## config.mk

```make
export PLATFORM = sky130hd
export DESIGN_NAME = scariv_dcache_bank_arb
export DESIGN_NICKNAME = d
export VERILOG_FILES = /design/src/rtl/scariv_dcache_bank_arb.sv
export SDC_FILE = /design/constraint.sdc
export NUM_CORES = 1
export LEC_CHECK = 0
export CAP_MARGIN = 20
export CORE_MARGIN = 2
export CORE_UTILIZATION = 43
export CTS_BUF_LIST = sky130_fd_sc_hd__clkbuf_8 sky130_fd_sc_hd__clkbuf_16
export DETAILED_ROUTE_END_ITERATION = 10
export GPL_ROUTABILITY_DRIVEN = 0
export PLACE_DENSITY_LB_ADDON = 0.15
export SYNTH_ARGS = -nofsm -noshare
export SYNTH_HDL_FRONTEND = slang
export SYNTH_SLANG_ARGS = --single-unit
```

## constraint.sdc

```tcl
create_clock -name i_clk -period 9.88 [get_ports i_clk]
set_input_delay 2.964 -clock i_clk [delete_from_list [all_inputs] [get_ports i_clk]]
set_output_delay 2.964 -clock i_clk [all_outputs]
set_load 0.005 [all_outputs]
```

## src/rtl/scariv_dcache_bank_arb.sv

```systemverilog
// D-cache bank arbiter: routes LSU pipe and refill requests to the bank selected by
// their physical address and registers one winner per bank.
// Latency: grant (o_req_ready) is combinational; the granted request reaches the bank one cycle later.
// Backpressure: a busy bank grants nothing; losing requesters hold their request and retry.
// Ports:
//   i_clk, i_reset                          clock, async active-high reset
//   i_req_valid/i_req_paddr/o_req_ready     per-requester handshake (ids 0..LSU_NUM-1 LSU, LSU_NUM refill)
//   i_bank_busy                             per-bank stall
//   o_bank_valid/o_bank_req_id/o_bank_paddr registered per-bank request
//   i_perf_clear/o_conflict_cnt             saturating conflict-cycle counter and its clear
module scariv_dcache_bank_arb #(
  parameter int LSU_NUM   = 2,
  parameter int BANKS     = 4,
  parameter int PADDR_W   = 56,
  parameter int BANK_LSB  = 6,
  parameter int STARVE_TH = 7
) (
  input  logic                                      i_clk,
  input  logic                                      i_reset,
  input  logic [LSU_NUM:0]                          i_req_valid,
  input  logic [(LSU_NUM+1)*PADDR_W-1:0]            i_req_paddr,
  output logic [LSU_NUM:0]                          o_req_ready,
  input  logic [BANKS-1:0]                          i_bank_busy,
  input  logic                                      i_perf_clear,
  output logic [BANKS-1:0]                          o_bank_valid,
  output logic [BANKS*$clog2(LSU_NUM+1)-1:0]        o_bank_req_id,
  output logic [BANKS*PADDR_W-1:0]                  o_bank_paddr,
  output logic [15:0]                               o_conflict_cnt
);

  localparam int REQ_NUM = LSU_NUM + 1;
  localparam int IDW     = $clog2(REQ_NUM);
  localparam int BW      = $clog2(BANKS);
  localparam int RRW     = (LSU_NUM > 1) ? $clog2(LSU_NUM) : 1;
  localparam int SW      = $clog2(STARVE_TH + 1);

  logic [BW-1:0]      req_bank  [REQ_NUM];
  logic [PADDR_W-1:0] req_paddr [REQ_NUM];
  logic [RRW-1:0]     rr_ptr    [BANKS];
  logic [SW-1:0]      starve_cnt[LSU_NUM];
  logic [BANKS-1:0]   bank_gnt;
  logic [IDW-1:0]     bank_sel  [BANKS];
  logic [LSU_NUM:0]   ready;

  // Round-robin pick: first set bit of mask at or after ptr (wrapping). MSB of the
  // result flags that something was found, the low bits carry the index.
  function automatic logic [IDW:0] rr_pick(input logic [LSU_NUM-1:0] mask,
                                           input logic [RRW-1:0]     ptr);
    logic [IDW:0] res;
    int           idx;
    res = '0;
    // Walk from the farthest candidate back to ptr so the nearest one wins.
    for (int k = LSU_NUM - 1; k >= 0; k--) begin
      idx = (int'(ptr) + k) % LSU_NUM;
      if (mask[idx]) res = {1'b1, IDW'(idx)};
    end
    return res;
  endfunction

  for (genvar r = 0; r < REQ_NUM; r++) begin : g_req
    assign req_paddr[r] = i_req_paddr[r*PADDR_W +: PADDR_W];
    assign req_bank[r]  = i_req_paddr[r*PADDR_W + BANK_LSB +: BW];
  end

  for (genvar b = 0; b < BANKS; b++) begin : g_bank
    logic [LSU_NUM-1:0] lsu_hit;
    logic [LSU_NUM-1:0] starved_hit;
    logic               refill_hit;
    logic [IDW:0]       pick_starved;
    logic [IDW:0]       pick_normal;

    for (genvar i = 0; i < LSU_NUM; i++) begin : g_lsu
      assign lsu_hit[i]     = i_req_valid[i] && (req_bank[i] == BW'(b));
      assign starved_hit[i] = lsu_hit[i] && (starve_cnt[i] == SW'(STARVE_TH));
    end

    assign refill_hit   = i_req_valid[LSU_NUM] && (req_bank[LSU_NUM] == BW'(b));
    assign pick_starved = rr_pick(starved_hit, rr_ptr[b]);
    assign pick_normal  = rr_pick(lsu_hit, rr_ptr[b]);

    // Starved LSU beats refill, refill beats ordinary LSU traffic.
    assign bank_gnt[b] = !i_reset && !i_bank_busy[b] &&
                         (pick_starved[IDW] || refill_hit || pick_normal[IDW]);
    assign bank_sel[b] = pick_starved[IDW] ? pick_starved[IDW-1:0] :
                         refill_hit        ? IDW'(LSU_NUM)         :
                                             pick_normal[IDW-1:0];
  end

  // Each requester targets exactly one bank, so at most one bank can grant it.
  always_comb begin
    ready = '0;
    for (int b = 0; b < BANKS; b++) begin
      if (bank_gnt[b]) ready[bank_sel[b]] = 1'b1;
    end
  end

  assign o_req_ready = ready;

  always_ff @(posedge i_clk or posedge i_reset) begin
    if (i_reset) begin
      o_bank_valid   <= '0;
      o_bank_req_id  <= '0;
      o_bank_paddr   <= '0;
      o_conflict_cnt <= '0;
      for (int b = 0; b < BANKS; b++) rr_ptr[b] <= '0;
      for (int i = 0; i < LSU_NUM; i++) starve_cnt[i] <= '0;
    end else begin
      for (int b = 0; b < BANKS; b++) begin
        o_bank_valid[b] <= bank_gnt[b];
        if (bank_gnt[b]) begin
          o_bank_req_id[b*IDW +: IDW]       <= bank_sel[b];
          o_bank_paddr[b*PADDR_W +: PADDR_W] <= req_paddr[bank_sel[b]];
          // Refill grants leave the LSU rotation untouched.
          if (int'(bank_sel[b]) < LSU_NUM) begin
            rr_ptr[b] <= (int'(bank_sel[b]) == LSU_NUM - 1) ? '0 : RRW'(bank_sel[b] + 1'b1);
          end
        end
      end

      // Counters keep running while a bank is busy: busy time counts as losing.
      for (int i = 0; i < LSU_NUM; i++) begin
        if (ready[i] || !i_req_valid[i]) begin
          starve_cnt[i] <= '0;
        end else if (starve_cnt[i] != SW'(STARVE_TH)) begin
          starve_cnt[i] <= starve_cnt[i] + 1'b1;
        end
      end

      if (i_perf_clear) begin
        o_conflict_cnt <= '0;
      end else if (|(i_req_valid & ~ready) && (o_conflict_cnt != 16'hFFFF)) begin
        o_conflict_cnt <= o_conflict_cnt + 16'd1;
      end
    end
  end

endmodule

```

**Word-level counts from Yosys, hierarchy flattened**

Cells that the tools add are included.

- Register bits: 262
- Latch bits: 0
- Bits in writable memories: 0
- ROM bits: 0
- Bits of input ports: 178
- Output and inout port bits: 255
- Logic and storage cells: 241
- Memories: 0

- Add/subtract/negate cells: 11
- Multiply operators: 0
- Div/mod/pow operators: 0
- Magnitude comparators: 24
- Equality and inequality tests: 18
- Shifts and indexed selects: 0
- Multiplexer cells: 98
- Bitwise logic cells: 13
- Reduce and logical (&&, ||, !) cells: 61

Operators with widths:

| operator | number |
|---|---|
| 56-bit binary-select mux with 2-bit select | 4 |
| 56-bit 2-to-1 mux | 8 |
| 3-bit 2-to-1 mux | 24 |
| 1-bit 2-to-1 mux | 48 |
| 1-bit logical AND | 33 |
| 16-bit 2-to-1 mux | 2 |
| 2-bit by 3-bit < comparator with 1-bit output (second input constant) | 8 |
| 2-bit equality test (second input constant) | 10 |
| 16-bit by 1-bit adder with 16-bit output (second input constant) | 1 |
| 2-bit 2-to-1 mux | 8 |
| 16-bit != test (second input constant) | 1 |
| 3-bit >= comparator (second input constant) | 4 |
| 2-bit NOT with 3-bit output | 4 |
| 1-bit logical OR | 10 |
| 3-bit bitwise OR | 3 |
| 1-bit adder (second input constant) | 8 |
| 1-bit demux with 2-bit select | 4 |
| 2-bit by 1-bit >= comparator with 1-bit output (second input constant) | 4 |
| 1-bit by 2-bit < comparator with 1-bit output (second input constant) | 4 |
| 2-bit < comparator (second input constant) | 4 |
| 2-bit AND reduction | 4 |
| 1-bit logical NOT | 7 |
| 3-bit by 1-bit adder with 3-bit output (second input constant) | 2 |
| 2-bit by 1-bit equality test with 1-bit output (second input constant) | 3 |
| other kinds (8) | 17 |

**Depth between registers and ports, before layout**

Gate-level depths: netlist of the first run.

- Depth after elaboration: 26
- Mapped depth: 14

**Worst setup path after synthesis of the first run**

OpenSTA, ideal clock, no wires.

- Path kind: input to output
- From: input port i_req_valid[2]
- To: output port o_req_ready[0]
- Arrival time: 4241 ps
- Data required time: 6916 ps
- Path slack: 2675 ps
- Stages on the path: 6
- Buffers on the path: 2
- Cell sequence: buf_4 -> nor3b_1 -> a21oi_1 -> a31o_1 -> clkbuf_1 -> nand3b_1

- Longest elaborated chain between the ends: 14

Ends and longest elaborated chain:

| element | line | source |
|---|---|---|
| from (decl) | 20 | `input logic [LSU_NUM:0] i_req_valid,` |
| 1-bit logical AND | 77 | `assign refill_hit = i_req_valid[LSU_NUM] && (req_bank[LSU_NUM] == BW'(b));` |
| 2-bit 2-to-1 mux | 85 | `refill_hit ? IDW'(LSU_NUM) :` |
| 2-bit 2-to-1 mux | 84 | `assign bank_sel[b] = pick_starved[IDW] ? pick_starved[IDW-1:0] :` |
| 2-bit by 3-bit < comparator with 1-bit output (implied by the code) / 2-bit by 1-bit >= comparator with 1-bit output (equally long branches) | 93 | `if (bank_gnt[b]) ready[bank_sel[b]] = 1'b1;` |
| 1-bit logical AND (implied by the code) | 93 |  |
| 1-bit 2-to-1 mux (implied by the code) | 93 |  |
| 1-bit demux with 2-bit select | 93 |  |
| 3-bit 2-to-1 mux | 93 |  |
| 3-bit bitwise OR (no source line) | -- |  |
| 3-bit 2-to-1 mux | 93 |  |
| 3-bit bitwise OR (no source line) | -- |  |
| 3-bit 2-to-1 mux | 93 |  |
| 3-bit bitwise OR (no source line) | -- |  |
| 3-bit 2-to-1 mux * | 93 |  |
| to (decl) | 22 | `output logic [LSU_NUM:0] o_req_ready,` |

Every way passes the cells marked *; elsewhere a longest branch is shown, timed or not.

**Final worst setup path of the first run**

Ends and elaborated chain as after synthesis.

==> results of run 1 <==
==> power groups by stage <==
stage          Sequential [mW]  Clock [mW]  Combinational (mW)
2_1_floorplan             1.45           0               0.333
3_3_place_gp              1.44           0                1.02
3_5_place_dp              1.45           0                1.04
4_1_cts                   1.43        1.15                1.04
5_1_grt                   1.46        1.20                1.12
6_report                  1.44        1.13                1.04
==> sequential cells by signal, indices dropped and copies added, names as in the netlist <==
register / count
o_bank_paddr: 224
o_conflict_cnt: 16
o_bank_req_id: 8
starve_cnt: 6
o_bank_valid: 4
rr_ptr: 4
==> worst min-delay path by stage <==
| stage | endpoint | cells past startpoint |
|---|---|---|
| after CTS | o_bank_paddr[175]$_DFFE_PP0P_ | 1 |
| final | o_bank_paddr[119]$_DFFE_PP0N_ | 1 |
| after global placement | o_bank_paddr[62]$_DFFE_PP0N_ | 1 |
| after floorplan | rr_ptr[1]$_DFFE_PP0P_ | 1 |
| after global routing | o_bank_paddr[119]$_DFFE_PP0N_ | 1 |
| after detailed placement | o_bank_paddr[175]$_DFFE_PP0P_ | 1 |
==> cells in the mapped netlist, types with 8 or more instances <==
cell | instances | share of area [%]
sky130_fd_sc_hd__nand2_1 | 312 | 8.5
sky130_fd_sc_hd__or3_1 | 8 | 0.36
sky130_fd_sc_hd__nor2_1 | 20 | 0.55
sky130_fd_sc_hd__o21ai_0 | 215 | 7.8
sky130_fd_sc_hd__buf_2 | 11 | 0.40
sky130_fd_sc_hd__dfrtp_1 | 262 | 48
sky130_fd_sc_hd__buf_1 | 13 | 0.36
sky130_fd_sc_hd__nand3_1 | 14 | 0.51
sky130_fd_sc_hd__o21ai_1 | 11 | 0.40
sky130_fd_sc_hd__mux2i_1 | 101 | 7.4
sky130_fd_sc_hd__a221o_1 | 28 | 2.0
sky130_fd_sc_hd__inv_1 | 15 | 0.41
sky130_fd_sc_hd__clkbuf_1 | 93 | 2.5
sky130_fd_sc_hd__a21oi_1 | 140 | 5.1
sky130_fd_sc_hd__a22oi_1 | 146 | 8.0
sky130_fd_sc_hd__nand3b_1 | 9 | 0.49
==> placed cells by master (no fill, tap or decap), drive strengths merged, types with 4 or more instances in the layout <==
| master | count |
|---|---|
| a221o | 28 |
| or3 | 8 |
| or4 | 5 |
| nor2 | 21 |
| mux2i | 101 |
| a22oi | 146 |
| nor3b | 5 |
| o21ai | 228 |
| buf | 23 |
| nand2b | 6 |
| clkinv | 11 |
| clkbuf | 35 |
| clkdlybuf4s50 | 432 |
| dfrtp | 262 |
| ha | 5 |
| nand3 | 14 |
| a21o | 7 |
| inv | 19 |
| and3 | 4 |
| o31ai | 7 |
| a21oi | 140 |
| nand2 | 312 |
| nand3b | 9 |
| or2 | 5 |
==> metrics by stage <==
step                setup slack, ns  instance area [sq um]  std cells
finish                         1.01                  19400       2293
global route                  0.861                  19400       2293
CTS                            1.03                  19300       2292
detailed placement             1.02                  18300       2238
global placement               1.09                  18300       2238
floorplan                      2.67                  13700       1508
==> logic make-up (layout without fill, tap and decap cells) <==
kind of cell,after synthesis,in the layout,synth area share (%)
buffers and inverters,141,524,4.36
multiplexers,101,101,7.36
AND/OR/NAND/NOR,417,417,13.7
adder cells (fa/ha/maj),8,8,0.683
AO/OA/AOI/OAI,576,576,26.0
XOR/XNOR,3,3,0.191
flip-flops,262,262,47.7
==> worst max-delay path: stages <==
cell and delay [ns]:
sky130_fd_sc_hd__clkdlybuf4s50_1 0.60, sky130_fd_sc_hd__nor3b_1 0.24, sky130_fd_sc_hd__a21oi_1 0.60, sky130_fd_sc_hd__a31o_1 0.76, sky130_fd_sc_hd__nand3b_1 0.22, sky130_fd_sc_hd__clkdlybuf4s50_1 0.52
==> cell type report <==
class                      instances  share of cell area (%)
sequential                       262                    33.9
clock inverter                    19                   0.866
inverter                          15                   0.310
clock buffer                      35                    4.29
timing repair buffer             455                    23.4
multi-input combinational       1105                    34.7
tap                              402                    2.60
==> routing by layer <==
metal | GRT usage [%] | share of wire (%) | up-vias
li1 | - | - | 6179
met1 | 42.9 | 40 | 6700
met2 | 49.6 | 46 | 781
met3 | 7.27 | 9.9 | 155
met4 | 12.5 | 4.0 | 2
met5 | 0 | 0.022 | -
==> load_flow_metrics.sql, run 1 <==
INSERT INTO impl_metrics (metric_group, metric, value, unit) VALUES
('run_status', 'result_of_the_run', 'finished clean', ''),
('power_and_ir_drop', 'clkPwrFrac', '31.4', '%'),
('sta', 'layout_worst_path_cycle_share', '89.8', '%'),
('yosys', 'synthesized_netlist_cell_count', '1508', ''),
('power_and_ir_drop', 'p_per_area', '187', 'nW/um^2'),
('floorplanning', 'start_util', '43.7', '%'),
('setup_path', 'path_class', 'in2out', ''),
('finish', 'multi_input_area', '6720', 'sq um'),
('power_and_ir_drop', 'cellInternalPower', '2.57', 'mW'),
('setup_path', 'cp-start-kind', 'input pin', ''),
('drt', 'routed-via-count', '13817', ''),
('yosys', 'synth_enable_flop_cells', '0', ''),
('sta', 'final.min_clock_period', '8.87', 'ns'),
('grt', 'first_global_vias', '13392', ''),
('min_path', 'min_from', 'o_bank_paddr[119]$_DFFE_PP0N_', ''),
('sta', 'setup-violations-final', '0', ''),
('floorplanning', 'rows', '65', ''),
('finish', 'n_fill_cell', '2683', ''),
('sta', 'fin_hold_ws', '0.464', 'ns'),
('power_and_ir_drop', 'totalPowerFinal', '3.61', 'mW'),
('setup_path', 'worst-path-max-fanout', '15', ''),
('sta', 'worst_pin_slew', '1.14', 'ns'),
('floorplanning', 'die_y', '183', 'um'),
('setup_path', 'timing.critical_path.required', '6.92', 'ns'),
('finish', 'finalCoreUtilization', '61.5', '%'),
('setup_path', 'ff2ff_path_depth', '10', ''),
('grt', 'wire_length_of_the_first_global_routing_pass', '82000', 'um'),
('floorplanning', 'die_w', '183', 'um'),
('power_and_ir_drop', 'power.combinational.fraction', '28.9', '%'),
('sta', 'slew_headroom', '24.0', '%'),
('sta', 'fmax', '0.113', 'GHz'),
('drt', 'final_antenna_net_count', '0', ''),
('sta', 'timing_hold_violations_final', '0', ''),
('drt', 'drc', '0', ''),
('clock_tree', 'cts-hold-fix-buffers', '0', ''),
('clock_tree', 'h-tree-depth', '1', ''),
('yosys', 'synthesized_area_divided_by_synthesized_cell_count', '9.11', 'sq um'),
('sta', 'rsz0062_at_grt', 'false', ''),
('yosys', 'synth-warning-count', '0', ''),
('clock_tree', 'post_cts.repair.setup_buffers', '0', ''),
('setup_path', 'reg2reg_setup_slack', '5.66', 'ns'),
('yosys', 'seq_total_area_yosys', '47.7', '%'),
('yosys', 'synth_seq_cells', '262', ''),
('grt', 'grtUsageTotal', '31.7', '%'),
('setup_path', 'endpoint', 'o_req_ready[0]', ''),
('setup_path', 'worstPathArrival', '5.91', 'ns'),
('yosys', 'synth_area', '13700', 'sq um'),
('grt', 'grt_overflow', '0', ''),
('min_path', 'holdCritPathClass', 'reg2reg', ''),
('clock_tree', 'post_cts_resized', '0', ''),
('clock_tree', 'tritoncts', 'yes', ''),
('finish', 'antenna-diode-count', '0', ''),
('clock_tree', 'number_of_buffers_added_by_the_clock_tree_synthesis_step', '30', ''),
('finish', 'sequential_cell_area', '6560', 'sq um'),
('yosys', 'synth-async-reset-ratio', '100', '%'),
('flow_run', 'drv_cap', '0', ''),
('power_and_ir_drop', 'p_leak', '8.43', 'nW'),
('yosys', 'post_synth_num_cell_types', '63', ''),
('placement', 'io_buffers', '432', ''),
('grt', 'antenna_found_initial', '1', ''),
('sta', 'clock-skew-final', '0.00904', 'ns'),
('drt', 'via_per_inst', '6.03', ''),
('drt', 'firstDrtPassIters', '5', ''),
('yosys', 'synth.net_count', '1691', ''),
('clock_tree', 'cts.clk_slew.worst_paths', '0.06', 'ns'),
('sta', 'fin_tns_setup', '0', 'ns'),
('finish', 'final_layout_size_suffix_gt1_share', '5.76', '%'),
('clock_tree', 'cts_root_buffer', 'sky130_fd_sc_hd__clkbuf_16', ''),
('placement', 'dpl.hpwl', '33600', 'um'),
('yosys', 'ys.flop_type', 'sky130_fd_sc_hd__dfrtp_1', ''),
('clock_tree', 'insertion_delay', '0.55', 'ns');
Note: power is estimated with default switching activity, not from simulation.
==> inputs of run 2 (changes only) <==
CAP_MARGIN = 10   (was 20)
CORE_UTILIZATION = 45   (was 43)
GPL_ROUTABILITY_DRIVEN = not set   (was 0)
clock period = 9.9 ns   (was 9.88 ns; I/O delays follow)
==> run 2 against run 1 <==
Largest cell class unchanged. Global-route usage increased by 1.4 points. Hold slack better by 0.0054 ns. Die area shrank 4.4%.
==> load_flow_metrics.sql, run 2 (same netlist as run 1, synthesis figures left out) <==
INSERT INTO impl_metrics (metric_group, metric, value, unit) VALUES
('drt', 'drc', '0', ''),
('sta', 'fin_tns_setup', '0', 'ns'),
('drt', 'dr.first_iter.drc_count', '1144', ''),
('sta', 'worst_pin_slew', '1.24', 'ns'),
('finish', 'biggestRegsByFlops', 'o_bank_paddr x224, o_conflict_cnt x16, o_bank_req_id x8', ''),
('power_and_ir_drop', 'p_per_area', '189', 'nW/um^2'),
('floorplanning', 'die_w', '179', 'um'),
('setup_path', 'critical_path.n_buffers_inverters', '2', ''),
('clock_tree', 'tritoncts', 'yes', ''),
('finish', 'area_growth', '41.0', '%'),
('floorplanning', 'start_util', '46.0', '%'),
('min_path', 'worst_hold_path.num_cells', '1', ''),
('sta', 'setup-violations-final', '0', ''),
('setup_path', 'timing.critical_path.required', '6.93', 'ns'),
('setup_path', 'path_class', 'in2out', ''),
('clock_tree', 'cts-hold-fix-buffers', '0', ''),
('clock_tree', 'h-tree-depth', '1', ''),
('setup_path', 'worstPathArrival', '5.95', 'ns'),
('floorplanning', 'rows', '63', ''),
('grt', 'grtUsageTotal', '33.1', '%'),
('sta', 'fin_hold_ws', '0.470', 'ns'),
('sta', 'setup_slack', '0.983', 'ns'),
('drt', 'detailroute.wirelength.met2', '25000', 'um'),
('placement', 'dpl.hpwl', '33700', 'um'),
('clock_tree', 'post_cts.repair.setup_buffers', '0', ''),
('setup_path', 'ff2ff_path_depth', '10', ''),
('clock_tree', 'cts_root_buffer', 'sky130_fd_sc_hd__clkbuf_16', ''),
('setup_path', 'cp-start-kind', 'input pin', ''),
('grt', 'wire_length_of_the_first_global_routing_pass', '81000', 'um'),
('finish', 'final_layout_size_suffix_gt1_share', '5.51', '%'),
('sta', 'fmax', '0.112', 'GHz'),
('clock_tree', 'clock_sinks', '262', ''),
('clock_tree', 'cts.clk_slew.worst_paths', '0.06', 'ns'),
('setup_path', 'critPathMostFrequentCell', 'sky130_fd_sc_hd__clkdlybuf4s50_1', ''),
('drt', 'wire_length_reported_by_the_detailed_router', '54000', 'um'),
('grt', 'first_global_vias', '13309', ''),
('placement', 'placement.setup.worst_slack', '1.02', 'ns'),
('flow_run', 'drv_cap', '0', ''),
('drt', 'wl_met3', '5210', 'um'),
('finish', 'final_cell_area', '19400', 'sq um'),
('power_and_ir_drop', 'p_leak', '8.44', 'nW'),
('drt', 'firstDrtPassIters', '6', ''),
('setup_path', 'crit_slowest_cell', 'sky130_fd_sc_hd__a31o_1', ''),
('finish', 'multi_input_area', '6720', 'sq um'),
('floorplanning', 'io-pin-count', '433', ''),
('setup_path', 'regToRegEndpoint', 'o_conflict_cnt[1]$_DFFE_PP0P_', ''),
('finish', 'registers.top_by_ff_count', 'o_bank_paddr', ''),
('drt', 'final_antenna_net_count', '0', ''),
('power_and_ir_drop', 'ir_drop', '0.131', 'mV'),
('clock_tree', 'post_cts_resized', '0', ''),
('sta', 'report.final.slew_viol_count', '0', ''),
('min_path', 'min_from', 'o_bank_paddr[175]$_DFFE_PP0P_', ''),
('finish', 'finalNetCount', '2050', ''),
('setup_path', 'worst-path-max-fanout', '15', ''),
('finish', 'sequential_cell_area', '6560', 'sq um'),
('sta', 'final.min_clock_period', '8.92', 'ns'),
('finish', 'final_cell_mix', '432 x sky130_fd_sc_hd__clkdlybuf4s50_1, 309 x sky130_fd_sc_hd__nand2_1, 262 x sky130_fd_sc_hd__dfrtp_1', ''),
('sta', 'rsz0062_at_grt', 'false', ''),
('floorplanning', 'floorplan_die_area', '31900', 'sq um'),
('setup_path', 'worst_r2r_startpoint', 'starve_cnt[3]$_DFFE_PP0P_', ''),
('drt', 'met1_length', '21500', 'um'),
('clock_tree', 'cts_max_path_buffers', '3', ''),
('sta', 'timing_hold_violations_final', '0', ''),
('min_path', 'worstHoldEndpoint', 'o_bank_paddr[175]$_DFFE_PP0P_', ''),
('setup_path', 'critical_path.startpoint', 'i_req_valid[2]', ''),
('run_status', 'result_of_the_run', 'finished clean', ''),
('finish', 'largest_reg_flops', '224', ''),
('setup_path', 'end_kind', 'output pin', ''),
('placement', 'place_congestion', '0.865', ''),
('sta', 'clock-skew-final', '0.0290', 'ns'),
('min_path', 'holdCritPathClass', 'reg2reg', ''),
('setup_path', 'max_stage_delay', '0.75', 'ns'),
('power_and_ir_drop', 'totalPowerFinal', '3.67', 'mW'),
('drt', 'top_layer_used', 'met5', ''),
('grt', 'pin_count_of_the_biggest_net_entering_global_routing', '132', ''),
('floorplanning', 'core_area', '29900', 'sq um'),
('drt', 'drt-wirelength-per-cell', '23.7', 'um'),
('sta', 'layout_worst_path_cycle_share', '90.1', '%'),
('drt', 'routed-via-count', '13763', ''),
('placement', 'placedInstanceArea', '18300', 'sq um'),
('floorplanning', 'die_y', '179', 'um'),
('setup_path', 'cpLargestDelayFamily', 'compound AO/OA/AOI/OAI gates', ''),
('setup_path', 'reg2reg_setup_slack', '5.68', 'ns'),
('setup_path', 'crit_path_cell_chain', 'clkdlybuf4s50_1, nor3b_1, a21oi_1, a31o_1, nand3b_1, clkdlybuf4s50_1', ''),
('placement', 'io_buffers', '432', ''),
('sta', 'slew_headroom', '17.2', '%'),
('drt', 'via_per_inst', '6.04', ''),
('grt', 'antenna_found_initial', '3', ''),
('grt', 'grt_overflow', '0', ''),
('clock_tree', 'insertion_delay', '0.56', 'ns'),
('clock_tree', 'number_of_buffers_added_by_the_clock_tree_synthesis_step', '30', ''),
('finish', 'n_fill_cell', '2550', ''),
('finish', 'layout_commonest_cell', 'sky130_fd_sc_hd__clkdlybuf4s50_1', '');
==> run 2: cell count changes in the layout (fill, tap and decap cells not counted) <==
cell / before / now
sky130_fd_sc_hd__clkinv_4: 1 / 0
sky130_fd_sc_hd__buf_4: 21 / 20
sky130_fd_sc_hd__clkbuf_8: 4 / 7
sky130_fd_sc_hd__inv_1: 19 / 20
sky130_fd_sc_hd__diode_2: 0 / 1
sky130_fd_sc_hd__buf_16: 1 / 0
sky130_fd_sc_hd__bufinv_16: 3 / 5
sky130_fd_sc_hd__clkinv_2: 10 / 3
==> run 2: worst max-delay path by stage <==
stage / cells past startpoint / slack (ns) / endpoint
final: 6 / 0.98 / o_req_ready[0]
after global routing: 6 / 0.83 / o_req_ready[0]
after CTS: 6 / 1.03 / o_req_ready[0]
after global placement: 6 / 1.05 / o_req_ready[0]
after detailed placement: 6 / 1.02 / o_req_ready[0]
after floorplan: 6 / 2.68 / o_req_ready[0]
==> run 2: through the flow <==
step	instances	utilization, %
floorplan	1508	-
global placement	2225	61.3
detailed placement	2225	61.3
CTS	2277	64.8
global route	2277	64.8
finish	2278	64.9
==> run 2: report_power, final <==
part | internal [mW] | switching, mW | leakage, nW
registers | 1.29 | 0.136 | 3.32
logic | 0.597 | 0.443 | 4.57
clock network | 0.742 | 0.458 | 0.547
total | 2.63 | 1.04 | 8.44
==> run 2: worst reg2reg max path: stages, from the launching register on <==
cell	delay [ns]
sky130_fd_sc_hd__dfrtp_1	0.36
sky130_fd_sc_hd__ha_1	0.15
sky130_fd_sc_hd__ha_1	0.66
sky130_fd_sc_hd__inv_1	0.28
sky130_fd_sc_hd__maj3_1	0.50
sky130_fd_sc_hd__nor2_1	0.25
sky130_fd_sc_hd__a31o_1	0.68
sky130_fd_sc_hd__and4b_4	0.32
sky130_fd_sc_hd__o21ai_4	0.54
sky130_fd_sc_hd__mux2i_1	0.28
sky130_fd_sc_hd__nor2_1	0.05
==> run 2: final cells by class <==
cell class | instances | share of cell area (%)
flip-flops and latches | 262 | 33.8
well taps | 390 | 2.52
diodes | 1 | 0.0129
inverters | 15 | 0.310
repair buffers | 453 | 23.2
clock buffers | 38 | 4.50
multi-input cells | 1105 | 34.7
clock inverters | 14 | 0.969
==> run 2: per-layer routing <==
metal  GRT usage [%]  vias to the layer above
li1                -                     6181
met1            43.6                     6725
met2            52.8                      707
met3            8.44                      146
met4            12.1                        4
met5               0                        -
